[config.mk]
export PLATFORM = sky130hd
export DESIGN_NAME = pwm_servo_bank
export DESIGN_NICKNAME = d
export VERILOG_FILES = /design/src/rtl/pwm_servo_bank_pkg.sv /design/src/rtl/pwm_bank_channel.sv /design/src/rtl/pwm_servo_bank.sv
export SDC_FILE = /design/constraint.sdc
export NUM_CORES = 1
export LEC_CHECK = 0
export ABC_CLOCK_PERIOD_IN_PS = 2800
export CORE_UTILIZATION = 58
export CTS_BUF_LIST = sky130_fd_sc_hd__clkbuf_16
export CTS_CLUSTER_DIAMETER = 80
export CTS_CLUSTER_SIZE = 8
export DETAILED_ROUTE_END_ITERATION = 8
export GPL_ROUTABILITY_DRIVEN = 0
export PLACE_DENSITY = 0.8
export SYNTH_ARGS = -nofsm -noshare
export SYNTH_HDL_FRONTEND = slang
export SYNTH_SLANG_ARGS = --single-unit
[constraint.sdc]
create_clock -name SYSCLK -period 2.8 [get_ports SYSCLK]
set_clock_uncertainty 0.15 [all_clocks]
set_input_delay 0.56 -clock SYSCLK [delete_from_list [all_inputs] [get_ports SYSCLK]]
set_output_delay 0.56 -clock SYSCLK [all_outputs]
set_load 0.05 [all_outputs]
[src/rtl/pwm_servo_bank_pkg.sv]
// +----------------------------------------------------------------------+
// | pwm_servo_bank_pkg                                                   |
// | Register word offsets and bit positions for the PWM servo bank.      |
// | Revision: 1.0                                                        |
// +----------------------------------------------------------------------+
`default_nettype none

package pwm_servo_bank_pkg;

  // Word offsets, i.e. PADDR[7:2]
  localparam logic [5:0] c_ofs_ctrl     = 6'h00;
  localparam logic [5:0] c_ofs_period   = 6'h01;
  localparam logic [5:0] c_ofs_prescale = 6'h02;
  localparam logic [5:0] c_ofs_status   = 6'h03;
  localparam logic [5:0] c_ofs_duty0    = 6'h04;

  localparam int c_ctrl_en_bit     = 0;
  localparam int c_ctrl_ie_bit     = 1;
  localparam int c_ctrl_chen_lsb   = 8;
  localparam int c_status_wrap_bit = 0;

  typedef enum logic [2:0] {
    SEL_NONE,
    SEL_CTRL,
    SEL_PERIOD,
    SEL_PRESCALE,
    SEL_STATUS,
    SEL_DUTY
  } reg_sel_e;

endpackage

`default_nettype wire

[src/rtl/pwm_bank_channel.sv]
// +----------------------------------------------------------------------+
// | pwm_bank_channel                                                     |
// | One PWM channel: shadow duty register, comparator and output flop.   |
// | Revision: 1.0                                                        |
// +----------------------------------------------------------------------+
`default_nettype none

module pwm_bank_channel #(
  parameter int CNT_W = 16
) (
  input  logic             clk,
  input  logic             rst_n,
  input  logic             i_load,
  input  logic             i_en,
  input  logic [CNT_W-1:0] i_duty,
  input  logic [CNT_W-1:0] i_cnt,
  output logic             o_pwm
);

  logic [CNT_W-1:0] r_duty_act;
  logic             r_pwm;

  // The compare uses the shadow value still in force, so a load at wrap
  // only affects the period that starts after it.
  always_ff @(posedge clk or negedge rst_n) begin
    if (!rst_n) begin
      r_duty_act <= '0;
      r_pwm      <= 1'b0;
    end else begin
      if (i_load) begin
        r_duty_act <= i_duty;
      end
      r_pwm <= i_en & (i_cnt < r_duty_act);
    end
  end

  assign o_pwm = r_pwm;

endmodule

`default_nettype wire

[src/rtl/pwm_servo_bank.sv]
// +----------------------------------------------------------------------+
// | pwm_servo_bank                                                       |
// | APB3 bank of PWM channels with shared prescaler and period counter.  |
// | Revision: 1.0                                                        |
// +----------------------------------------------------------------------+
`default_nettype none

module pwm_servo_bank #(
  parameter int NUM_CH = 4,
  parameter int CNT_W  = 16,
  parameter int PRE_W  = 8
) (
  input  logic              SYSCLK,
  input  logic              NSYSRESET,
  input  logic              PSEL,
  input  logic              PENABLE,
  input  logic              PWRITE,
  input  logic [7:0]        PADDR,
  input  logic [31:0]       PWDATA,
  output logic [31:0]       PRDATA,
  output logic              PREADY,
  output logic              PSLVERR,
  output logic [NUM_CH-1:0] PWM,
  output logic              IRQ
);

  import pwm_servo_bank_pkg::*;

  logic              r_en;
  logic              r_ie;
  logic [NUM_CH-1:0] r_ch_en;
  logic [CNT_W-1:0]  r_period;
  logic [PRE_W-1:0]  r_prescale;
  logic              r_wrap;
  logic [CNT_W-1:0]  r_duty [NUM_CH];
  logic [CNT_W-1:0]  r_period_act;
  logic [PRE_W-1:0]  r_pre;
  logic [CNT_W-1:0]  r_cnt;

  logic [5:0]        w_widx;
  reg_sel_e          w_sel;
  logic [NUM_CH-1:0] w_duty_hit;
  logic              w_access;
  logic              w_wr;
  logic              w_wr_ctrl;
  logic              w_wr_period;
  logic              w_wr_prescale;
  logic              w_wr_status;
  logic              w_wr_duty;
  logic              w_en_nxt;
  logic [NUM_CH-1:0] w_ch_en_nxt;
  logic              w_en_rise;
  logic              w_run;
  logic              w_tick;
  logic              w_wrap;
  logic              w_load;
  logic              w_unused;

  assign w_widx   = PADDR[7:2];
  assign w_access = PSEL & PENABLE;
  assign w_unused = ^{PADDR[1:0], PWDATA};

  always_comb begin
    w_sel      = SEL_NONE;
    w_duty_hit = '0;
    case (w_widx)
      c_ofs_ctrl:     w_sel = SEL_CTRL;
      c_ofs_period:   w_sel = SEL_PERIOD;
      c_ofs_prescale: w_sel = SEL_PRESCALE;
      c_ofs_status:   w_sel = SEL_STATUS;
      default:        w_sel = SEL_NONE;
    endcase
    for (int i = 0; i < NUM_CH; i++) begin
      if (w_widx == c_ofs_duty0 + 6'(i)) begin
        w_sel         = SEL_DUTY;
        w_duty_hit[i] = 1'b1;
      end
    end
  end

  assign w_wr          = w_access & PWRITE & (w_sel != SEL_NONE);
  assign w_wr_ctrl     = w_wr & (w_sel == SEL_CTRL);
  assign w_wr_period   = w_wr & (w_sel == SEL_PERIOD);
  assign w_wr_prescale = w_wr & (w_sel == SEL_PRESCALE);
  assign w_wr_status   = w_wr & (w_sel == SEL_STATUS);
  assign w_wr_duty     = w_wr & (w_sel == SEL_DUTY);

  assign PREADY  = 1'b1;
  assign PSLVERR = w_access & (w_sel == SEL_NONE);

  always_comb begin
    PRDATA = '0;
    if (PSEL && !PWRITE) begin
      case (w_sel)
        SEL_CTRL: begin
          PRDATA[c_ctrl_en_bit]                 = r_en;
          PRDATA[c_ctrl_ie_bit]                 = r_ie;
          PRDATA[c_ctrl_chen_lsb +: NUM_CH]     = r_ch_en;
        end
        SEL_PERIOD:   PRDATA[CNT_W-1:0]         = r_period;
        SEL_PRESCALE: PRDATA[PRE_W-1:0]         = r_prescale;
        SEL_STATUS:   PRDATA[c_status_wrap_bit] = r_wrap;
        SEL_DUTY: begin
          for (int i = 0; i < NUM_CH; i++) begin
            if (w_duty_hit[i]) begin
              PRDATA[CNT_W-1:0] = r_duty[i];
            end
          end
        end
        default: PRDATA = '0;
      endcase
    end
  end

  // Disables act through the *next* control value so outputs drop on the
  // cycle right after the write; enables wait for the registered EN.
  assign w_en_nxt    = w_wr_ctrl ? PWDATA[c_ctrl_en_bit] : r_en;
  assign w_ch_en_nxt = w_wr_ctrl ? PWDATA[c_ctrl_chen_lsb +: NUM_CH] : r_ch_en;
  assign w_en_rise   = w_en_nxt & ~r_en;
  assign w_run       = r_en & w_en_nxt;
  assign w_tick      = w_run & (r_pre >= r_prescale);
  assign w_wrap      = w_tick & (r_cnt == r_period_act);
  assign w_load      = w_wrap | w_en_rise;

  always_ff @(posedge SYSCLK or negedge NSYSRESET) begin
    if (!NSYSRESET) begin
      r_en         <= 1'b0;
      r_ie         <= 1'b0;
      r_ch_en      <= '0;
      r_period     <= '0;
      r_prescale   <= '0;
      r_wrap       <= 1'b0;
      r_period_act <= '0;
      for (int i = 0; i < NUM_CH; i++) begin
        r_duty[i] <= '0;
      end
    end else begin
      if (w_wr_ctrl) begin
        r_en    <= w_en_nxt;
        r_ie    <= PWDATA[c_ctrl_ie_bit];
        r_ch_en <= w_ch_en_nxt;
      end
      if (w_wr_period) begin
        r_period <= PWDATA[CNT_W-1:0];
      end
      if (w_wr_prescale) begin
        r_prescale <= PWDATA[PRE_W-1:0];
      end
      // A wrap wins over a coincident write-1-to-clear
      if (w_wrap) begin
        r_wrap <= 1'b1;
      end else if (w_wr_status && PWDATA[c_status_wrap_bit]) begin
        r_wrap <= 1'b0;
      end
      if (w_load) begin
        r_period_act <= r_period;
      end
      if (w_wr_duty) begin
        for (int i = 0; i < NUM_CH; i++) begin
          if (w_duty_hit[i]) begin
            r_duty[i] <= PWDATA[CNT_W-1:0];
          end
        end
      end
    end
  end

  always_ff @(posedge SYSCLK or negedge NSYSRESET) begin
    if (!NSYSRESET) begin
      r_pre <= '0;
      r_cnt <= '0;
    end else if (!w_run) begin
      r_pre <= '0;
      r_cnt <= '0;
    end else if (w_tick) begin
      r_pre <= '0;
      r_cnt <= w_wrap ? '0 : r_cnt + 1'b1;
    end else begin
      r_pre <= r_pre + 1'b1;
    end
  end

  assign IRQ = r_wrap & r_ie;

  for (genvar gi = 0; gi < NUM_CH; gi++) begin : g_ch
    pwm_bank_channel #(
      .CNT_W (CNT_W)
    ) u_ch (
      .clk    (SYSCLK),
      .rst_n  (NSYSRESET),
      .i_load (w_load),
      .i_en   (w_run & r_ch_en[gi] & w_ch_en_nxt[gi]),
      .i_duty (r_duty[gi]),
      .i_cnt  (r_cnt),
      .o_pwm  (PWM[gi])
    );
  end

endmodule

`default_nettype wire

==> impl_metrics.yaml, run 1 <==
power:
  vdd_drop_max_mv: 0.487
  power_density_nw_per_um2: 482
  p_comb_frac: 0.065
  clock_power_share: 0.460
  sequentialPowerShare: 0.475
  switching_power_w: 0.00146
  swShare: 0.227
  power.static_leakage_nw: 6.43
  internal-power_w: 0.00496
worst_hold_path:
  worstHoldPathCells: 1
  hold_path.startpoint: "g_ch[1].u_ch.r_duty_act[6]"
  min_to: "g_ch[1].u_ch.r_duty_act[6]"
  hp-class: "flip-flop to flip-flop"
global_route:
  overflow: 0
  globalRouteTotalUtil: 0.290
  initial_antenna_violation_count: 0
  first_global_vias: 7953
  grt_max_degree: 59
  grt_pass1_wl_um: 43700
placed_design:
  dpl.hpwl_um: 19100
  io_buffer_count: 48
  place.detailed.instances: 1202
setup_path:
  cp.arrival_ns: 2.03
  max_stage_delay_ns: 0.36
  crit_cells: 8
  worstReg2RegEnd: "g_ch[0].u_ch.r_duty_act[8]"
  path_common_cell: "buf_12"
  worst_r2r_startpoint: "r_pre[6]"
  path_cells: "dlygate4sd2_1 > buf_4 > buf_12 > nor2b_1 > o22a_1 > o21ai_1 > a221oi_2 > buf_12"
  cp_top_family: "buffers and inverters"
  setup.worst_path.end_class: "primary output"
  timing.critical_path.buf_inv: 4
  reg2reg_depth: 8
  startpoint_type: "primary input"
  worstSetupPathType: "primary input to primary output"
  crit_path_top_delay_cell: "a221oi_2"
  crit_required_ns: 2.09
  crit_path_max_fanout: 11
  regToRegSetupSlack_ns: 0.09
synthesis:
  synth-warning-count: 0
  synth_top_cell_by_area: "dfrtp_1"
  yosys-top-cells-area: "dfrtp_1 46%, mux2_2 11%, mux2_4 8.2%"
  yosys_top_cell_area_share: 0.462
  ys_async_sr_fraction: 1.00
  postSynthAreaPerCell_um2: 12.1
  top_cell_types_by_occurrence_after_synthesis: "203 x dfrtp_1, 104 x mux2_2, 72 x inv_1, 70 x ha_1, 60 x mux2_4"
  post_synth_instance_area_um2: 11000
  synth.yosys.seq_area_share: 0.462
  most_common_cell_in_the_netlist: "dfrtp_1"
  postSynth.topFlopCell: "dfrtp_1"
  ys_ff_latch: 203
  synthesis.instances: 905
  synth_cell_type_count: 56
  synth_edf_count: 0
drt:
  detail_route.wl_per_cell_um: 22.2
  via_count: 7704
  ant_nets: 0
  routed_wirelength_um: 27500
  route.detailed.vias_per_inst: 6.20
  drc: 0
  detailedRoute.firstIterationViolations: 559
  first_pass_iters: 6
clock_network:
  clock_path_buffers: 3
  path_clk_slew_ns: 0.05
  later_pin_clock_latency_in_the_skew_report_ns: 0.53
  htree_num_levels: 1
  tritoncts_sinks: 203
  cts-root-buf: "clkbuf_16"
  cts_tree: "done"
  tritoncts_buffers: 29
floorplanning:
  total_die_area_um2: 19500
  number_of_i_o_pins: 84
  die_span_in_y_um: 140
  fp.dieW_um: 140
  standard_cell_row_count: 49
  initial_core_util: 0.601
  floorplan.core_area_um2: 18300
final_layout:
  stdcell_count: 1242
  area_taken_by_multi_input_logic_gates_um2: 5560
  areaGrowthSynthToFinish_pct: 21.1
  final_layout_size_suffix_gt1_frac: 0.340
  area.sequential_um2: 5080
  antenna_cells_inserted: 0
  fill_cells: 1145
  fin_nets: 1129
timing:
  final.min_clock_period_ns: 2.74
  worstMarginPinSlew_ns: 0.566
  rsz0062_at_grt: "true"
  slew_viol_final: 0
  max_slew_margin_vs_limit: 0.613
  setup_violations: 0
  timing.fmax_ghz: 0.365
  timing_hold_violations_final: 0
  fin_crit_sh: 0.977
  hold_slack_ns: 0.352
outcome:
  status: "finished, final reports clean"
job:
  max-cap-violations: 0
-- how the worst max path moves through the flow --
stage	startpoint	endpoint	slack (ns)
2_1_floorplan	PADDR[5]	PRDATA[0]	-0.11
3_3_place_gp	PADDR[2]	PRDATA[2]	-0.35
3_5_place_dp	PADDR[2]	PRDATA[2]	-0.36
4_1_cts	r_pre[6]	g_ch[0].u_ch.r_duty_act[8]	0.03
5_1_grt	PADDR[3]	PRDATA[0]	-0.008
6_report	PADDR[3]	PRDATA[0]	0.06
-- layer usage --
layer  global-route usage  part of all wire  routed length (um)
met1                0.389              0.41               11300
met4                0.128             0.051                1420
met2                0.469              0.47               12900
met3               0.0444             0.070                1930
met5                    0                 0                   0
-- cells in the final DEF (no fill, tap or decap), types with 6 or more instances in the layout --
| master | instances |
|---|---|
| dfrtp_1 | 203 |
| xnor2_1 | 17 |
| nor2_1 | 19 |
| buf_4 | 50 |
| a21oi_4 | 7 |
| mux2_2 | 104 |
| a21oi_1 | 29 |
| nand4_1 | 13 |
| nand3_1 | 18 |
| nand2_1 | 37 |
| a21o_1 | 19 |
| a22oi_2 | 11 |
| and3_1 | 11 |
| nand2b_1 | 14 |
| ha_1 | 70 |
| buf_6 | 6 |
| mux4_2 | 15 |
| conb_1 | 17 |
| inv_1 | 72 |
| o21ai_0 | 33 |
| clkbuf_16 | 31 |
| buf_12 | 28 |
| clkdlybuf4s50_1 | 24 |
| mux2_4 | 60 |
-- registers in the layout, summed over array words and instances (netlist names) --
name                  count
g_ch.u_ch.r_duty_act     64
r_duty                   64
r_cnt                    16
r_period                 16
r_period_act             16
r_pre                     8
r_prescale                8
g_ch.u_ch.o_pwm           4
r_ch_en                   4
r_en                      1
r_ie                      1
r_wrap                    1
-- worst reg2reg max path: stages, from the launching register on --
cell      delay [ns]
dfrtp_1         0.40
ha_1            0.30
a21o_1          0.18
a221oi_1        0.42
o21ai_2         0.18
a31oi_4         0.24
buf_12          0.15
buf_12          0.17
mux2_2          0.37
-- stage by stage --
step	cell area, um2	total power, W	worst slack, ns	util	setup TNS, ns
5_1_grt	13300	0.00662	-0.00824	0.728	-0.00824
3_3_place_gp	12300	0.00348	-0.350	0.675	-24.03
6_report	13300	0.00642	0.0631	0.728	0
3_5_place_dp	12300	0.00349	-0.363	0.675	-27.79
4_1_cts	13200	0.00644	0.0333	0.724	0
2_1_floorplan	11200	0.00329	-0.107	-	-0.107
-- layout make-up --
type / instances / area share
inverters: 72 / 0.0203
clock buffers: 29 / 0.0545
flip-flops and latches: 203 / 0.382
repair buffers: 119 / 0.104
well taps: 229 / 0.0215
clock inverters: 1 / 0.000564
multi-input cells: 589 / 0.418
-- timing repair --
| item | 4_1_cts | 5_1_grt |
|---|---|---|
| pin swaps | 12 | 6 |
| setup buffers | 6 | 1 |
| gates cloned | 0 | 2 |
| hold endpoints to repair | 53 | 0 |
| gates resized for setup | 34 | 9 |
| hold buffers | 1 | 0 |
| setup endpoints to repair | 16 | 78 |
-- power groups by stage --
stage | Sequential, W | Clock [W] | Combinational (W)
after floorplan | 0.00308 | 0 | 0.000218
after global placement | 0.00309 | 0 | 0.000390
after detailed placement | 0.00309 | 0 | 0.000398
after CTS | 0.00305 | 0.00298 | 0.000409
after global routing | 0.00305 | 0.00312 | 0.000445
final | 0.00305 | 0.00295 | 0.000414
-- cells by family (layout without fill, tap and decap cells) --
kind of cell / Yosys count / after routing / share of synthesized area
xor+xnor: 22 / 22 / 0.0175
simple gates: 161 / 161 / 0.0808
mux: 181 / 181 / 0.221
fa+ha+maj: 70 / 70 / 0.0797
other cells: 2 / 17 / 0.000683
flops: 203 / 203 / 0.462
compound gates: 138 / 138 / 0.0802
buf+inv: 128 / 221 / 0.0576
Note: power is estimated with default switching activity, not from simulation.
==> run 2, diff against run 1 <==
--- a/config.mk
+++ b/config.mk
@@ -6,13 +6,15 @@
 export NUM_CORES = 1
 export LEC_CHECK = 0
 export ABC_CLOCK_PERIOD_IN_PS = 2800
-export CORE_UTILIZATION = 58
+export CORE_ASPECT_RATIO = 1.25
+export CORE_UTILIZATION = 59
 export CTS_BUF_LIST = sky130_fd_sc_hd__clkbuf_16
 export CTS_CLUSTER_DIAMETER = 80
 export CTS_CLUSTER_SIZE = 8
 export DETAILED_ROUTE_END_ITERATION = 8
 export GPL_ROUTABILITY_DRIVEN = 0
-export PLACE_DENSITY = 0.8
+export PLACE_DENSITY = 0.81
 export SYNTH_ARGS = -nofsm -noshare
 export SYNTH_HDL_FRONTEND = slang
 export SYNTH_SLANG_ARGS = --single-unit
+export TNS_END_PERCENT = 20
==> impl_metrics.yaml, run 2 (synthesis gave the netlist of run 1 again) <==
worst_hold_path:
  hold_path.startpoint: "g_ch[1].u_ch.r_duty_act[12]"
  hp-class: "flip-flop to flip-flop"
clock_network:
  tritoncts_buffers: 29
  later_pin_clock_latency_in_the_skew_report_ns: 0.55
  path_clk_slew_ns: 0.05
  tritoncts_sinks: 203
  cts_tree: "done"
  clock_path_buffers: 3
  htree_num_levels: 1
  cts-root-buf: "clkbuf_16"
final_layout:
  layout.cells.most_common: "dfrtp_1"
  final_cell_mix: "203 x dfrtp_1, 104 x mux2_2, 72 x inv_1"
  fin_nets: 1142
  areaGrowthSynthToFinish_pct: 22.1
  largestRegisters: "g_ch.u_ch.r_duty_act: 64 flops, r_duty: 64 flops"
  final_layout_size_suffix_gt1_frac: 0.349
  antenna_cells_inserted: 0
  utilization: 0.739
floorplanning:
  standard_cell_row_count: 55
  total_die_area_um2: 19200
  floorplan.core_area_um2: 18200
  number_of_i_o_pins: 84
  initial_core_util: 0.605
  die_span_in_y_um: 155
  fp.dieW_um: 124
global_route:
  grt_max_degree: 65
  overflow: 0
  initial_antenna_violation_count: 0
  globalRouteTotalUtil: 0.330
  first_global_vias: 8432
  grt_pass1_wl_um: 47000
timing:
  timing.fmax_ghz: 0.352
  fin_crit_sh: 1.02
  slew_viol_final: 0
  finalWorstSetupSlack_ns: -0.0441
  final.min_clock_period_ns: 2.84
  timing_hold_violations_final: 0
  worstMarginPinSlew_ns: 0.759
  max_slew_margin_vs_limit: 0.481
  rsz0062_at_grt: "true"
  setup_violations: 2
drt:
  drc: 0
  via_count: 7964
  routed_wirelength_um: 30300
  detail_route.wl_per_cell_um: 24.1
  first_pass_iters: 5
  ant_nets: 0
  detailedRoute.firstIterationViolations: 671
  route.detailed.vias_per_inst: 6.34
power:
  power_density_nw_per_um2: 487
  power.static_leakage_nw: 6.52
  total_design_power_w: 0.00654
  vdd_drop_max_mv: 0.407
setup_path:
  worstSetupPathType: "primary input to primary output"
  regToRegSetupSlack_ns: -0.01
  timing.critical_path.to: "PRDATA[1]"
  setup.worst_path.end_class: "primary output"
  crit_path_max_fanout: 4
  worstReg2RegEnd: "g_ch[0].u_ch.r_duty_act[8]"
  reg2reg_depth: 8
  crit_required_ns: 2.09
  worst_setup_path_startpoint: "PADDR[4]"
  worst_r2r_startpoint: "r_prescale[7]"
  startpoint_type: "primary input"
  cp.arrival_ns: 2.13
outcome:
  violations: "negative setup slack"
  status: "finished, violations left"
placed_design:
  dpl.hpwl_um: 19900
  io_buffer_count: 48
job:
  max-cap-violations: 0
run 2: worst max-delay path: stages:
cell and delay, ns:
dlygate4sd2_1 0.27, buf_4 0.15, buf_4 0.14, or3_4 0.34
a21oi_4 0.17, a221oi_4 0.06, a21oi_2 0.26, buf_12 0.18
run 2: layout make-up:
class	count	area, um2
clock inverter	3	28.8
tap	228	285
timing repair buffer	132	1500
sequential	203	5080
multi-input combinational	589	5530
inverter	72	270
clock buffer	29	726
fill	1123	4750
run 2: report_power, final:
group	total, W	switching, W	leakage, nW	internal [W]
registers	0.00305	0.0000535	2.78	0.00300
logic	0.000441	0.000267	3.37	0.000174
clock network	0.00304	0.00123	0.373	0.00181
total	0.00654	0.00155	6.52	0.00499
run 2: timing repair:
item	4_1_cts	5_1_grt
gates resized for setup	33	16
endpoints found under the hold margin	58	0
hold buffers	1	0
pin swaps	8	5
gates cloned	2	0
endpoints found under the setup margin	95	93
setup buffers	4	0
run 2: per-stage QoR:
stage                     setup WS (ns)  hold WS (ns)  cells  setup TNS [ns]  cell area (um2)
after floorplan                  -0.114         0.114    920           -1.13            11100
after global placement           -0.320         0.339   1218          -26.45            12400
after detailed placement         -0.367         0.342   1218          -32.97            12400
after CTS                       0.00297         0.354   1256               0            13400
after global routing            -0.0643         0.370   1256           -1.07            13400
final                           -0.0441         0.353   1256         -0.0506            13400
run 2: per-layer routing:
layer	track usage	part of all wire	vias to the layer above
li1	-	-	3432
met1	0.414	0.38	3981
met2	0.540	0.50	423
met3	0.0461	0.062	128
met4	0.192	0.056	0
met5	0	0	-
run 2: worst min-delay path by stage:
stage | depth (start not counted) | slack [ns] | to
floorplan | 0 | 0.11 | g_ch[0].u_ch.o_pwm
global placement | 1 | 0.34 | g_ch[0].u_ch.r_duty_act[3]
detailed placement | 1 | 0.34 | g_ch[3].u_ch.r_duty_act[12]
CTS | 1 | 0.35 | g_ch[1].u_ch.r_duty_act[12]
global route | 1 | 0.37 | g_ch[3].u_ch.r_duty_act[12]
finish | 1 | 0.35 | g_ch[1].u_ch.r_duty_act[12]
